--- src/rtl/clear_banner_ctrl.sv ---
`default_nettype none
// ============================================================================
//  Module   : clear_banner_ctrl
//  Brief    : Stage-clear banner sequencer. It addresses the banner image ROM
//             for pixels inside the banner window and keys out transparent
//             pixels. Visibility follows a frame-counted show-then-blink run.
//  Revision : 1.0 - initial release
// ============================================================================
module clear_banner_ctrl #(
  parameter int          DATA_WIDTH   = 12,
  parameter int          ADDR_WIDTH   = 18,
  parameter int          IMG_W        = 320,
  parameter int          IMG_H        = 204,
  parameter int          X0           = 160,
  parameter int          Y0           = 138,
  parameter int          SHOW_FRAMES  = 120,
  parameter int          BLINK_FRAMES = 60,
  parameter int          BLINK_PERIOD = 8,
  parameter logic [11:0] TRANSPARENT  = 12'h0F0
) (
  input  logic                  clk_i,
  input  logic                  reset_i,
  input  logic                  trigger_i,
  input  logic                  abort_i,
  input  logic                  frame_tick_i,
  input  logic [9:0]            pixel_x_i,
  input  logic [9:0]            pixel_y_i,
  output logic [ADDR_WIDTH-1:0] rom_addr_o,
  input  logic [DATA_WIDTH-1:0] rom_data_i,
  output logic [DATA_WIDTH-1:0] overlay_rgb_o,
  output logic                  overlay_en_o,
  output logic                  busy_o,
  output logic                  done_o
);

  localparam int CNT_W = 16;

  // Window bounds widened by one bit so X0+IMG_W / Y0+IMG_H cannot overflow.
  localparam logic [10:0]           c_x_lo  = 11'(X0);
  localparam logic [10:0]           c_x_hi  = 11'(X0 + IMG_W);
  localparam logic [10:0]           c_y_lo  = 11'(Y0);
  localparam logic [10:0]           c_y_hi  = 11'(Y0 + IMG_H);
  localparam logic [ADDR_WIDTH-1:0] c_x0    = ADDR_WIDTH'(X0);
  localparam logic [ADDR_WIDTH-1:0] c_y0    = ADDR_WIDTH'(Y0);
  localparam logic [ADDR_WIDTH-1:0] c_img_w = ADDR_WIDTH'(IMG_W);
  localparam logic [CNT_W-1:0] c_show_last  = CNT_W'(SHOW_FRAMES - 1);
  localparam logic [CNT_W-1:0] c_blink_last = CNT_W'(BLINK_FRAMES - 1);
  localparam logic [CNT_W-1:0] c_per_last   = CNT_W'(BLINK_PERIOD - 1);
  localparam logic [DATA_WIDTH-1:0] c_transp = DATA_WIDTH'(TRANSPARENT);

  typedef enum logic [1:0] {
    S_IDLE  = 2'd0,
    S_SHOW  = 2'd1,
    S_BLINK = 2'd2,
    S_DONE  = 2'd3
  } state_t;

  state_t           state_q, state_d;
  logic [CNT_W-1:0] fcnt_q, fcnt_d;
  logic [CNT_W-1:0] bcnt_q, bcnt_d;
  logic             phase_q, phase_d;

  logic                  win_d1_q, win_d2_q;
  logic [ADDR_WIDTH-1:0] rom_addr_q;
  logic [DATA_WIDTH-1:0] overlay_rgb_q;
  logic                  overlay_en_q;

  logic                  w_in_win;
  logic [ADDR_WIDTH-1:0] w_dx, w_dy, w_addr;
  logic                  w_visible;
  logic                  w_en_next;

  assign w_in_win = ({1'b0, pixel_x_i} >= c_x_lo) && ({1'b0, pixel_x_i} < c_x_hi) &&
                    ({1'b0, pixel_y_i} >= c_y_lo) && ({1'b0, pixel_y_i} < c_y_hi);
  assign w_dx     = ADDR_WIDTH'(pixel_x_i) - c_x0;
  assign w_dy     = ADDR_WIDTH'(pixel_y_i) - c_y0;
  assign w_addr   = (w_dy * c_img_w) + w_dx;

  // Blink phase only gates the image while blinking; phase 0 means hidden.
  assign w_visible = (state_q == S_SHOW) || ((state_q == S_BLINK) && phase_q);
  assign w_en_next = w_visible && win_d2_q && (rom_data_i != c_transp);

  // Address stage plus window-flag delay line matching the ROM read latency.
  always_ff @(posedge clk_i or posedge reset_i) begin
    if (reset_i) begin
      rom_addr_q <= '0;
      win_d1_q   <= 1'b0;
      win_d2_q   <= 1'b0;
    end else begin
      rom_addr_q <= w_in_win ? w_addr : '0;
      win_d1_q   <= w_in_win;
      win_d2_q   <= win_d1_q;
    end
  end

  // Output stage: keyed overlay colour and enable, aligned with rom_data.
  always_ff @(posedge clk_i or posedge reset_i) begin
    if (reset_i) begin
      overlay_en_q  <= 1'b0;
      overlay_rgb_q <= '0;
    end else begin
      overlay_en_q  <= w_en_next;
      overlay_rgb_q <= w_en_next ? rom_data_i : '0;
    end
  end

  // Sequencer state, frame counter, blink counter and blink phase registers.
  always_ff @(posedge clk_i or posedge reset_i) begin
    if (reset_i) begin
      state_q <= S_IDLE;
      fcnt_q  <= '0;
      bcnt_q  <= '0;
      phase_q <= 1'b0;
    end else begin
      state_q <= state_d;
      fcnt_q  <= fcnt_d;
      bcnt_q  <= bcnt_d;
      phase_q <= phase_d;
    end
  end

  // Next-state logic; abort has priority over every other event.
  always_comb begin
    state_d = state_q;
    fcnt_d  = fcnt_q;
    bcnt_d  = bcnt_q;
    phase_d = phase_q;
    case (state_q)
      S_IDLE: begin
        if (trigger_i && !abort_i) begin
          state_d = S_SHOW;
          fcnt_d  = '0;
          bcnt_d  = '0;
          phase_d = 1'b0;
        end
      end
      S_SHOW: begin
        if (abort_i) begin
          state_d = S_IDLE;
          fcnt_d  = '0;
          bcnt_d  = '0;
          phase_d = 1'b0;
        end else if (frame_tick_i) begin
          if (fcnt_q == c_show_last) begin
            state_d = S_BLINK;
            fcnt_d  = '0;
            bcnt_d  = '0;
            phase_d = 1'b0;
          end else begin
            fcnt_d = fcnt_q + 1'b1;
          end
        end
      end
      S_BLINK: begin
        if (abort_i) begin
          state_d = S_IDLE;
          fcnt_d  = '0;
          bcnt_d  = '0;
          phase_d = 1'b0;
        end else if (frame_tick_i) begin
          if (fcnt_q == c_blink_last) begin
            state_d = S_DONE;
            fcnt_d  = '0;
            bcnt_d  = '0;
            phase_d = 1'b0;
          end else begin
            fcnt_d = fcnt_q + 1'b1;
            if (bcnt_q == c_per_last) begin
              bcnt_d  = '0;
              phase_d = ~phase_q;
            end else begin
              bcnt_d = bcnt_q + 1'b1;
            end
          end
        end
      end
      default: begin
        state_d = S_IDLE;
        fcnt_d  = '0;
        bcnt_d  = '0;
        phase_d = 1'b0;
      end
    endcase
  end

  assign rom_addr_o    = rom_addr_q;
  assign overlay_en_o  = overlay_en_q;
  assign overlay_rgb_o = overlay_rgb_q;
  assign busy_o        = (state_q == S_SHOW) || (state_q == S_BLINK);
  assign done_o        = (state_q == S_DONE);

endmodule
`default_nettype wire

--- config.mk ---
export PLATFORM = sky130hd
export DESIGN_NAME = clear_banner_ctrl
export DESIGN_NICKNAME = d
export VERILOG_FILES = /design/src/rtl/clear_banner_ctrl.sv
export SDC_FILE = /design/constraint.sdc
export NUM_CORES = 1
export LEC_CHECK = 0
export CORE_ASPECT_RATIO = 1.25
export CORE_MARGIN = 2
export CORE_UTILIZATION = 30
export CTS_BUF_LIST = sky130_fd_sc_hd__clkbuf_8
export CTS_CLUSTER_DIAMETER = 150
export DETAILED_ROUTE_END_ITERATION = 7
export GPL_TIMING_DRIVEN = 0
export HOLD_SLACK_MARGIN = 0.05
export PLACE_DENSITY = 0.5
export SYNTH_ARGS = -nofsm -noshare
export SYNTH_HDL_FRONTEND = slang
export SYNTH_SLANG_ARGS = --single-unit
export TNS_END_PERCENT = 10
--- constraint.sdc ---
create_clock -name clk_i -period 2.71 [get_ports clk_i]
set_input_delay 0.271 -clock clk_i [delete_from_list [all_inputs] [get_ports clk_i]]
set_output_delay 0.271 -clock clk_i [all_outputs]
set_load 0.02 [all_outputs]
# ---- After elaboration in Yosys (flattened, before gate mapping)
# Cells that the tools add are included.
# Widths: inputs -> output; s select.
dict set report word_totals {
  romBits 0
  inputBits 37
  mem_bits_rw 0
  reg_bits 68
  mem_count 0
  latchBits 0
  output_inout_bits 33
}
dict set report op_classes {
  div 0
  n_lt_le_gt_ge 4
  eq_ne 13
  n_shift 0
  mux 35
  addsub 5
  multipliers 1
  n_reduce_logical 15
  n_bitwise 1
}
# operator n
set ops {}
lappend ops {{$mux 16} 14}
lappend ops {{$pmux 16 s3} 2}
lappend ops {{$add 16x1->16 const B} 2}
lappend ops {{$sub 10x8->11 const B} 2}
lappend ops {{$ge 10x8->1 const B} 2}
lappend ops {{$lt 10x9->1 const B} 2}
lappend ops {{$add 18x18->18} 1}
lappend ops {{$mul 18x3->12 const B} 1}
lappend ops {{$mux 18} 1}
lappend ops {{$eq 16x3->1 const B} 1}
lappend ops {{$eq 16x6->1 const B} 1}
lappend ops {{$eq 16x7->1 const B} 1}
lappend ops {{$mux 2} 7}
lappend ops {{$mux 12} 1}
lappend ops {{$ne 12x8->1 const B} 1}
lappend ops {{$reduce_and 5->1} 2}
lappend ops {{$mux 1} 8}
lappend ops {{$logic_and 1x1->1} 7}
lappend ops {{$ne 3x2->1 const B} 2}
lappend ops {{$ne 3x3->1 const B} 2}
lappend ops {{$pmux 2 s3} 1}
lappend ops {{$eq 2x2->1 const B} 2}
lappend ops {{$ne 4x2->1 const B} 1}
lappend ops {{$reduce_and 4->1} 1}
lappend ops {{other kinds (8)} 9}

# ---- Depth between registers and ports, before layout
dict set report depth {
  ltp_word 6
  mapped_depth 19
  mapped_depth_nobuf 19
}

# ---- Least setup slack after synthesis
# OpenSTA, ideal clock, no wires.
dict set report synth_path {
  path_type {input port to flip-flop}
  start {input pixel_y_i[1]}
  end {register rom_addr_q[17], in the netlist rom_addr_o[17]}
  path_slack_ps -789
  setup_time_ps 116
  required_time_ps 2594
  n_path_buf 0
  arrival_time_ps 3383
  stages 19
  path_cell_list {inv_1 ha_1 nand2b_1 nand2b_1 xnor2_1 ha_1 ha_1 a21oi_1 nor2b_1 o21a_1 nor2_1 xnor2_1 ha_1 and4_1 and2_1 a31oi_1 a21oi_1 xnor3_1 nor2_1}
}
dict set report synth_between {
  elab_chain_len 4
}
# item line_no
set synth_lines {}
lappend synth_lines {{start, declared} 27} ;# input logic [9:0] pixel_y_i,
lappend synth_lines {{$sub 10x8->11 or $ge 10x8->1 (tied branches)} {76, 74}}
lappend synth_lines {{$mul 18x3->12 or $logic_and 1x1->1 (tied branches)} {77, 73}}
lappend synth_lines {{$add 18x18->18 or $logic_and 1x1->1 (tied branches)} {77, 74}}
lappend synth_lines {{$mux 18 *} 90} ;# rom_addr_q <= w_in_win ? w_addr : '0;
lappend synth_lines {{end signal, assigned} 90}
lappend synth_lines {{end, declared} 64} ;# logic [ADDR_WIDTH-1:0] rom_addr_q;
# Every way passes the cells marked *; elsewhere a longest branch is shown, timed or not.
# A chain may end at the register's enable or synchronous reset.

# ---- Worst setup path in the final report
# Same ends and word-level chain as after synthesis.

==> results.txt <==
* Chip width: 111.9 um
- The analysis attributes to cell leakage a power of 2.636 nW.
- Clock-pin slew of the registers on the worst-case setup and hold paths: 70 ps
- Post-detailed-placement half-perimeter wirelength: about 7.6 mm
- Actual slew at the worst max-slew pin: 841.7 ps
- Each instance of the synthesized netlist takes up on average 9.851 um^2.
- After synthesis the netlist holds a flip-flop and latch count of between 60 and 70.
- Antenna Diode Count: 0
- Routability-driven placement finished with a final weighted congestion of 0.7554.
- Max-capacitance violation count: 0
- Leading cell types by count after synthesis: sky130_fd_sc_hd__dfrtp_1 (68), sky130_fd_sc_hd__nor2_1 (47), sky130_fd_sc_hd__ha_1 (36), sky130_fd_sc_hd__xnor2_1 (26)
- Result of the run: finished with violations
* Top cells by area in the synthesized netlist: sky130_fd_sc_hd__dfrtp_1 (39%), sky130_fd_sc_hd__ha_1 (10%), sky130_fd_sc_hd__xnor2_1 (5.2%), sky130_fd_sc_hd__xor2_1 (4.8%), sky130_fd_sc_hd__nor2_1 (4.0%)
- The share of synthesized area in the top cell type comes to 0.3899.
* Setup slack, reg-to-reg: between 500 and 600 ps
- Site row count: 49
* Hold Path Origin: win_d1_q$_DFF_PP0_
- During synthesis, Yosys emitted a total of 0 warnings.
- Number of buffers and inverters on the critical path: 3
- Core Footprint: 14290 um^2
- In the synthesized netlist the async set-or-reset flop fraction comes to 1.000.
- Mapped Nets: 518
* Source of the worst register-to-register timing path: state_q[0]$_DFFE_PP0P_
* Count of routing violations after the opening detailed-route iteration: 130
- Worst setup path category: in -> reg
- Clock latency on the worst-skew pair, taken at its later pin, is 350 ps.
- Cells after synthesis: ~440
- CTS saw between 60 and 70 sinks.
* Placement-stage worst setup slack: -1695 ps
- Number of antenna violations at the first check in global routing: 0
- After clock tree synthesis, the flow added hold-fix buffers numbering 0.
- Dividing total power by cell area gives a power density of around 600 nW/um^2.
* Worst-case clock skew: 6.902 ps
* Nets: slightly above 600
- Primary flip-flop cell chosen by synthesis mapping: sky130_fd_sc_hd__dfrtp_1
- The first TritonRoute pass finished after 4 iterations.
- STA classifies the critical path startpoint as an input pin.
* Final number of max-transition violations: 0
- The most critical setup path has its startpoint at pixel_y_i[1].
- Across the VDD grid, the largest voltage drop is 0.0003115 V.
* Post-route fraction of the period consumed by the critical path: 1.137
- Number of nets with antenna violations after detailed routing: 0
* Clock tree buffer depth: 2
- For the worst setup path, the data required time is about 3000 ps.
- In this run the tool buffered the top-level ports with 69 buffer cells.
- The placed instances occupy a cell area of 5325 um^2.
- The synthesized netlist occupies a cell area of 4364 um^2.
- Cell with the most instances after synthesis: sky130_fd_sc_hd__dfrtp_1
- EDFF count, synth: 0
* Highest clock frequency the design can meet: 324.5 MHz
* Clock root buffer: sky130_fd_sc_hd__clkbuf_8
* Worst Path Max Fanout: 4
- Summed over all instances, the cell type with the most area after synthesis is sky130_fd_sc_hd__dfrtp_1.
- Entering global routing, the biggest net connects 69 pins.
* Critical path capture point type: register
* CP Data Arrival Time: 3330 ps
* Sum of overflow across all layers after global routing: 0
* Violated checks: negative setup slack
- Proportion of layout cells with a drive suffix above 1: 0.1953
* Number of global-route vias before repair: 3594
* Minimum period implied by the final worst setup slack: ~3100 ps
- Cell type with the highest occurrence count on the critical path: sky130_fd_sc_hd__ha_1
* Critical Path Slowest Stage Cell: sky130_fd_sc_hd__fa_2
* Series of cell instances along the critical path: buf_12, clkinvlp_4, ha_4, xnor2_2, ha_1, ha_2, inv_2, fa_2, nor2b_2, o21ai_2, nor2b_4, xnor2_1, ha_1, and4_4, and2_4, a31oi_4, a21oi_2, xnor3_1, nor2_1
- I/O pins: 70
- TritonCTS built the clock tree.
- For this run, the share of the core covered by cells in the final layout is 0.4146.
- In the post-route analysis, the smallest setup slack over all paths is -371.9 ps.
- Using the TritonRoute via totals, the vias-per-cell ratio works out to between 4 and 5.
- Headroom to the max-slew limit came out at 0.4389.
- The H-tree was split into 3 levels.
- Sum Neg Setup Slack: -1060 ps
- Setup Viol. Count Final: 4
* Hold violation total from the final report: 0
- Count of distinct cell types in the synthesized netlist: 64
* CTS buffer count: 9
- Die area: 15530 um^2
* Synthesis-to-layout area growth: 35.72%
- Global-route wire length before repair: 17.06 mm
- Kind of path behind the tightest hold check: reg -> reg
- Grouping stages by cell kind, the critical path spends the most delay in adder cells.
* Layout Cell Area excl Fill: ~5900 um^2
- Post-route DRC: 0
- In the global route stage, overall resource usage came out at 0.1351.
- Setup repair after global routing could not meet its margin everywhere.
* Starting Density: 0.3055
- On the worst path, the slowest cell contributes a delay of around 340 ps.
- The die is 138.9 um tall.
- After detailed routing, the average wire length per cell comes to ~14 um.
- Part of the Yosys area used for sequential elements: 0.3899
- Total via count after detailed routing: ~3500
* Total wirelength of the detailed-routed design: ~10 mm
## final timing paths
check                                           endpoint  depth (start not counted)
worst max-delay path            rom_addr_o[17]$_DFF_PP0_                         19
worst min-delay path                  win_d2_q$_DFF_PP0_                          0
worst max register to register     fcnt_q[9]$_DFFE_PP0P_                          9
worst min register to register        win_d2_q$_DFF_PP0_                          0
max in group asynchronous          bcnt_q[9]$_DFFE_PP0P_                          2
min in group asynchronous        rom_addr_o[2]$_DFF_PP0_                          2
## cell usage in the layout (no fill, tap or decap), types with 3 or more instances in the layout
master,instances
sky130_fd_sc_hd__a21oi_1,9
sky130_fd_sc_hd__a21oi_2,4
sky130_fd_sc_hd__buf_6,3
sky130_fd_sc_hd__nor2_1,46
sky130_fd_sc_hd__nor3_1,4
sky130_fd_sc_hd__xnor2_1,22
sky130_fd_sc_hd__and2_1,24
sky130_fd_sc_hd__or2_2,3
sky130_fd_sc_hd__xnor2_2,3
sky130_fd_sc_hd__dfrtp_1,68
sky130_fd_sc_hd__o21ai_2,3
sky130_fd_sc_hd__nand4_1,10
sky130_fd_sc_hd__and4_1,6
sky130_fd_sc_hd__nand2b_1,3
sky130_fd_sc_hd__nor2b_1,5
sky130_fd_sc_hd__clkdlybuf4s50_1,62
sky130_fd_sc_hd__xor2_1,22
sky130_fd_sc_hd__o31ai_1,3
sky130_fd_sc_hd__buf_2,5
sky130_fd_sc_hd__nand2_1,24
sky130_fd_sc_hd__nor3_2,3
sky130_fd_sc_hd__clkinvlp_4,3
sky130_fd_sc_hd__ha_4,6
sky130_fd_sc_hd__and3_1,7
sky130_fd_sc_hd__nor4b_1,4
sky130_fd_sc_hd__nand3_1,11
sky130_fd_sc_hd__a211oi_1,3
sky130_fd_sc_hd__a21o_1,8
sky130_fd_sc_hd__buf_4,21
sky130_fd_sc_hd__o21ai_0,11
sky130_fd_sc_hd__clkbuf_8,9
sky130_fd_sc_hd__ha_1,29
sky130_fd_sc_hd__inv_1,22
## flip-flops by register name, summed over array words and instances, names as in the netlist
signal         flops
rom_addr_o        18
bcnt_q            16
fcnt_q            16
overlay_rgb_o     12
state_q            2
overlay_en_o       1
phase_q            1
win_d1_q           1
win_d2_q           1
## stage by stage
stage	hold slack (ps)	cells	total power [mW]
6_report	355.4	726	3.578
5_1_grt	364.5	726	3.844
3_3_place_gp	334.6	690	2.494
4_1_cts	361.2	721	3.589
3_5_place_dp	341.0	690	2.498
2_1_floorplan	331.2	443	2.138
## report_power, final
| group | total (mW) | switching, mW | internal [mW] |
|---|---|---|---|
| clock | 0.904 | 0.390 | 0.514 |
| combinational | 1.58 | 0.836 | 0.742 |
| sequential | 1.10 | 0.0358 | 1.06 |
| total | 3.58 | 1.26 | 2.32 |
## cells by family (layout without fill, tap and decap cells)
kind of cell	count (synthesis)	in the layout	share of synthesized area
XOR/XNOR	51	51	0.1055
buffers and inverters	35	140	0.04014
flip-flops	68	68	0.3899
AO/OA/AOI/OAI	67	67	0.1006
multiplexers	3	3	0.007454
adder cells (fa/ha/maj)	38	38	0.1124
AND/OR/NAND/NOR	181	181	0.2440
## worst register-to-register path: stages (launching register included)
cell and delay [ps]:
sky130_fd_sc_hd__dfrtp_1 400, sky130_fd_sc_hd__inv_1 80, sky130_fd_sc_hd__ha_1 230, sky130_fd_sc_hd__or2_1 250, sky130_fd_sc_hd__a22o_1 280, sky130_fd_sc_hd__buf_6 160
sky130_fd_sc_hd__nor3_4 250, sky130_fd_sc_hd__and4_1 250, sky130_fd_sc_hd__xnor2_1 120, sky130_fd_sc_hd__nor2_1 50
## final cells by class
class,count,area (um^2)
clock buffers,9,123.9
inverters,25,102.6
repair buffers,89,844.6
well taps,178,222.7
clock inverters,7,92.59
flip-flops and latches,68,1702
multi-input cells,340,2754
fillers,1416,8362
plain buffers,10,81.33
## per-layer routing
layer,up-vias,track usage,share of wire,wire (um)
met5,-,0,0,0
met4,0,0.04938,0.017,175
met3,10,0.02885,0.031,320
met2,57,0.2427,0.54,5484
met1,1695,0.1573,0.41,4182
li1,1733,-,-,-
## what timing repair did
action / 4_1_cts / 5_1_grt
buffers inserted: 15 / 5
pin swaps: 28 / 16
endpoints found under the setup margin: 8 / 6
resized for setup: 55 / 10
Note: power is estimated with default switching activity, not from simulation.
==> variant: new RTL, same flow settings <==
Make the reset (`reset_i`) synchronous in 3 clocked blocks.
--- a/src/rtl/clear_banner_ctrl.sv
+++ b/src/rtl/clear_banner_ctrl.sv
@@ -82,5 +82,5 @@
 
   // Address stage plus window-flag delay line matching the ROM read latency.
-  always_ff @(posedge clk_i or posedge reset_i) begin
+  always_ff @(posedge clk_i) begin
     if (reset_i) begin
       rom_addr_q <= '0;
@@ -95,5 +95,5 @@
 
   // Output stage: keyed overlay colour and enable, aligned with rom_data.
-  always_ff @(posedge clk_i or posedge reset_i) begin
+  always_ff @(posedge clk_i) begin
     if (reset_i) begin
       overlay_en_q  <= 1'b0;
@@ -106,5 +106,5 @@
 
   // Sequencer state, frame counter, blink counter and blink phase registers.
-  always_ff @(posedge clk_i or posedge reset_i) begin
+  always_ff @(posedge clk_i) begin
     if (reset_i) begin
       state_q <= S_IDLE;
Formal check against the unedited RTL: differs if reset_i is asserted again (counterexample within 4 cycles, from zero or initial values and one cycle with reset_i high); with reset_i held inactive, the same outputs for 10 cycles.
==> variant against the unedited design <==
The run still ends with setup timing left. Cell area shrank 9.0%. Synthesized area shrank 7.5%. First-iteration DRC count shrank 20%. Sequential cell count is the same. Cell count grew 2.8%. Fmax shrank 5.6%. Wire length shrank 4.6%. Worst setup slack lost 0.18 ns. Power shrank 14%. Sequential power shrank 5%.
==> variant: results (changes against the unedited design) <==
The flow ran to the end, but the final reports show violations. The final reports fail on setup timing. Per-cell via count in the routed design: 4.77 (-0.87%). The clock tree root driver cell is sky130_fd_sc_hd__clkbuf_8. The tools report the number of optimization iterations in the first detailed-route pass as 5 (+1). The tools report the aggregate negative setup slack as -1.48 ns (-0.418 ns).

After clock tree synthesis, the clock-pin slew on the worst setup and hold paths is 0.08 ns. The family with the most delay on the worst path was adder cells. The worst supply voltage drop on vdd is 0.273 mV (-12%), and the number of maximum-capacitance constraint violations is 0 (unchanged).

The tools report the number of antenna violations at the first check in global routing as 0 (unchanged). The mean area per synthesized cell is 8.39 um2 (-15%), and the total detailed-routing wirelength is 9.69 mm (-4.6%). The maximum number of pins on one net before global-route repair was 13 (-81%). The largest fanout of any net on the critical path is 4 (unchanged). The run gives 0.00853 ns (+0.00163 ns) as the clock skew. The number of flip-flops under the largest register name is 18 (unchanged), and the detailed router's first-iteration violation count is 104 (-20%). The wire length of the first global-routing pass is 16.2 mm (-4.7%). The met2 usage in global routing was 26.3% (+2.0 points); the share of flip-flops with an asynchronous set or reset was 0% (-100 points).

Slew at the pin with the worst max-slew slack: 0.915 ns (+0.0733 ns). Sorting the synthesized cells by how often they occur yields sky130_fd_sc_hd__dfxtp_1 (68), sky130_fd_sc_hd__nor2_1 (68), sky130_fd_sc_hd__xnor2_1 (36). The number of setup violations in the final report was 6 (+2); the number of levels the H-tree was split into was 3 (unchanged). The layout cell share with drive strength beyond 1 was 12.3% (-7.2 points); the met1 track demand over resource was 15.5% (-0.24 points). The run gives 3.08% (+0.20 points) as the routing usage on met3. For the count of endpoints failing hold in the final timing report, the log shows 0 (unchanged).

The cell with the largest stage delay on the worst path was sky130_fd_sc_hd__or3_4. The tightest min-delay check is of the input pin to register type. The run gives 554 (+6.9%) as the net count after synthesis. The worst setup slack after placement is -1.70 ns (-0.00320 ns). The buffer levels on the longest clock path was 2 (unchanged).

By area the synthesized netlist is led by sky130_fd_sc_hd__dfxtp_1 (34%), sky130_fd_sc_hd__ha_1 (11%), sky130_fd_sc_hd__xnor2_1 (7.8%). TritonCTS buffer count: 9 (unchanged). The tools report the final non-filler cell total as 746 (+2.8%). The worst-skew pair later-pin latency came out at 0.35 ns (about the same). The logs give 0 (unchanged) for the count of inserted antenna diode cells and 0 (unchanged) for the yosys synthesis warning count. For the total placed cells including tap cells, the log shows 719 (+4.2%). The stage delay of the slowest cell on the critical path was 0.37 ns (+0.03 ns).

The logs give 14.1% (+0.56 points) for the total track usage and 55 (-14%) for the count of distinct cell types in the synthesized netlist. The register area share after synthesis was 33.7% (-5.3 points). Final-stage net count: 643 (+4.0%).

The number of buffers inserted by port buffering works out to 67 (-2.9%). The logs give 2.07 nW (-22%) for the leakage power total and 0.820 (+8.5%) for the weighted congestion reported at the end of routability-driven placement. The detailed placement HPWL came out at 7.53 mm (-0.90%).

The final worst setup slack is -0.553 ns (-0.181 ns). The number of global-route vias before repair is 3524 (-1.9%).
[variant: changes by cell type in the layout (fill, tap and decap cells not counted), moves of 5 or more]
cell                      before  now
sky130_fd_sc_hd__a21oi_1       9   20
sky130_fd_sc_hd__inv_1        22   27
sky130_fd_sc_hd__nor2_1       46   68
sky130_fd_sc_hd__dfxtp_1       0   68
sky130_fd_sc_hd__buf_4        21   13
sky130_fd_sc_hd__nor3_1        4   14
sky130_fd_sc_hd__o21ai_0      11   18
sky130_fd_sc_hd__dfrtp_1      68    0
sky130_fd_sc_hd__nor2b_1       5   12
sky130_fd_sc_hd__and2_1       24   14
sky130_fd_sc_hd__nor4_1        1    6
sky130_fd_sc_hd__nand3_1      11    6
sky130_fd_sc_hd__xor2_1       22   14
sky130_fd_sc_hd__xnor2_1      22   35
[variant: cell families (layout without fill, tap and decap cells)]
group                      count (synthesis)  count (layout)  synth area share (%)
muxes                                      3               3                 0.744
DFF                                       68              68                  33.7
buffers and inverters                     40             134                  3.91
xor gates and xnor gates                  52              52                  11.6
adders and majority gates                 36              36                  11.5
AOI/OAI and AO/OA                         75              75                  11.3
and+or+nand+nor                          207             207                  27.2
[variant: worst paths after layout]
path | from | endpoint | slack, ns | depth (start not counted)
min reg2reg | win_d1_q | win_d2_q | 0.44 | 1
max | pixel_y_i[2] | rom_addr_o[16] | -0.55 | 18
max reg2reg | state_q[0] | fcnt_q[15] | 0.34 | 9
min | pixel_y_i[1] | rom_addr_o[7] | 0.29 | 3
[variant: layout make-up]
| class | count | area [um2] |
|---|---|---|
| fillers | 1374 | 7780 |
| multi-input cells | 373 | 2670 |
| flip-flops and latches | 68 | 1360 |
| repair buffers | 78 | 742 |
| well taps | 171 | 214 |
| clock buffers | 11 | 151 |
| inverters | 30 | 118 |
| clock inverters | 5 | 82.6 |
| plain buffers | 10 | 50.0 |
[variant: layer usage]
layer | wire length, um | up-vias
li1 | - | 1841
met1 | 4150 | 1668
met2 | 5210 | 37
met3 | 199 | 14
met4 | 136 | 0
met5 | 0 | -
[variant: metrics by stage]
stage,util [%],area (um2),hold slack [ns]
final,40.9,5390,0.293
after floorplan,-,4080,0.343
after global placement,37.7,4970,0.421
after CTS,40.6,5350,0.281
after global routing,40.9,5390,0.285
after detailed placement,37.7,4970,0.425
[variant: where the power goes]
| group | switching, mW | internal [mW] | total [mW] |
|---|---|---|---|
| combinational | 0.571 | 0.512 | 1.08 |
| clock | 0.389 | 0.571 | 0.960 |
| sequential | 0.0243 | 1.02 | 1.05 |
[variant: repair_timing]
| action | in CTS | in global routing |
|---|---|---|
| buffers inserted | 9 | 2 |
| resized for setup | 46 | 12 |
| hold buffers | 0 | 0 |
| setup endpoints to repair | 8 | 14 |
| pin swaps | 9 | 5 |
| endpoints found under the hold margin | 0 | 0 |
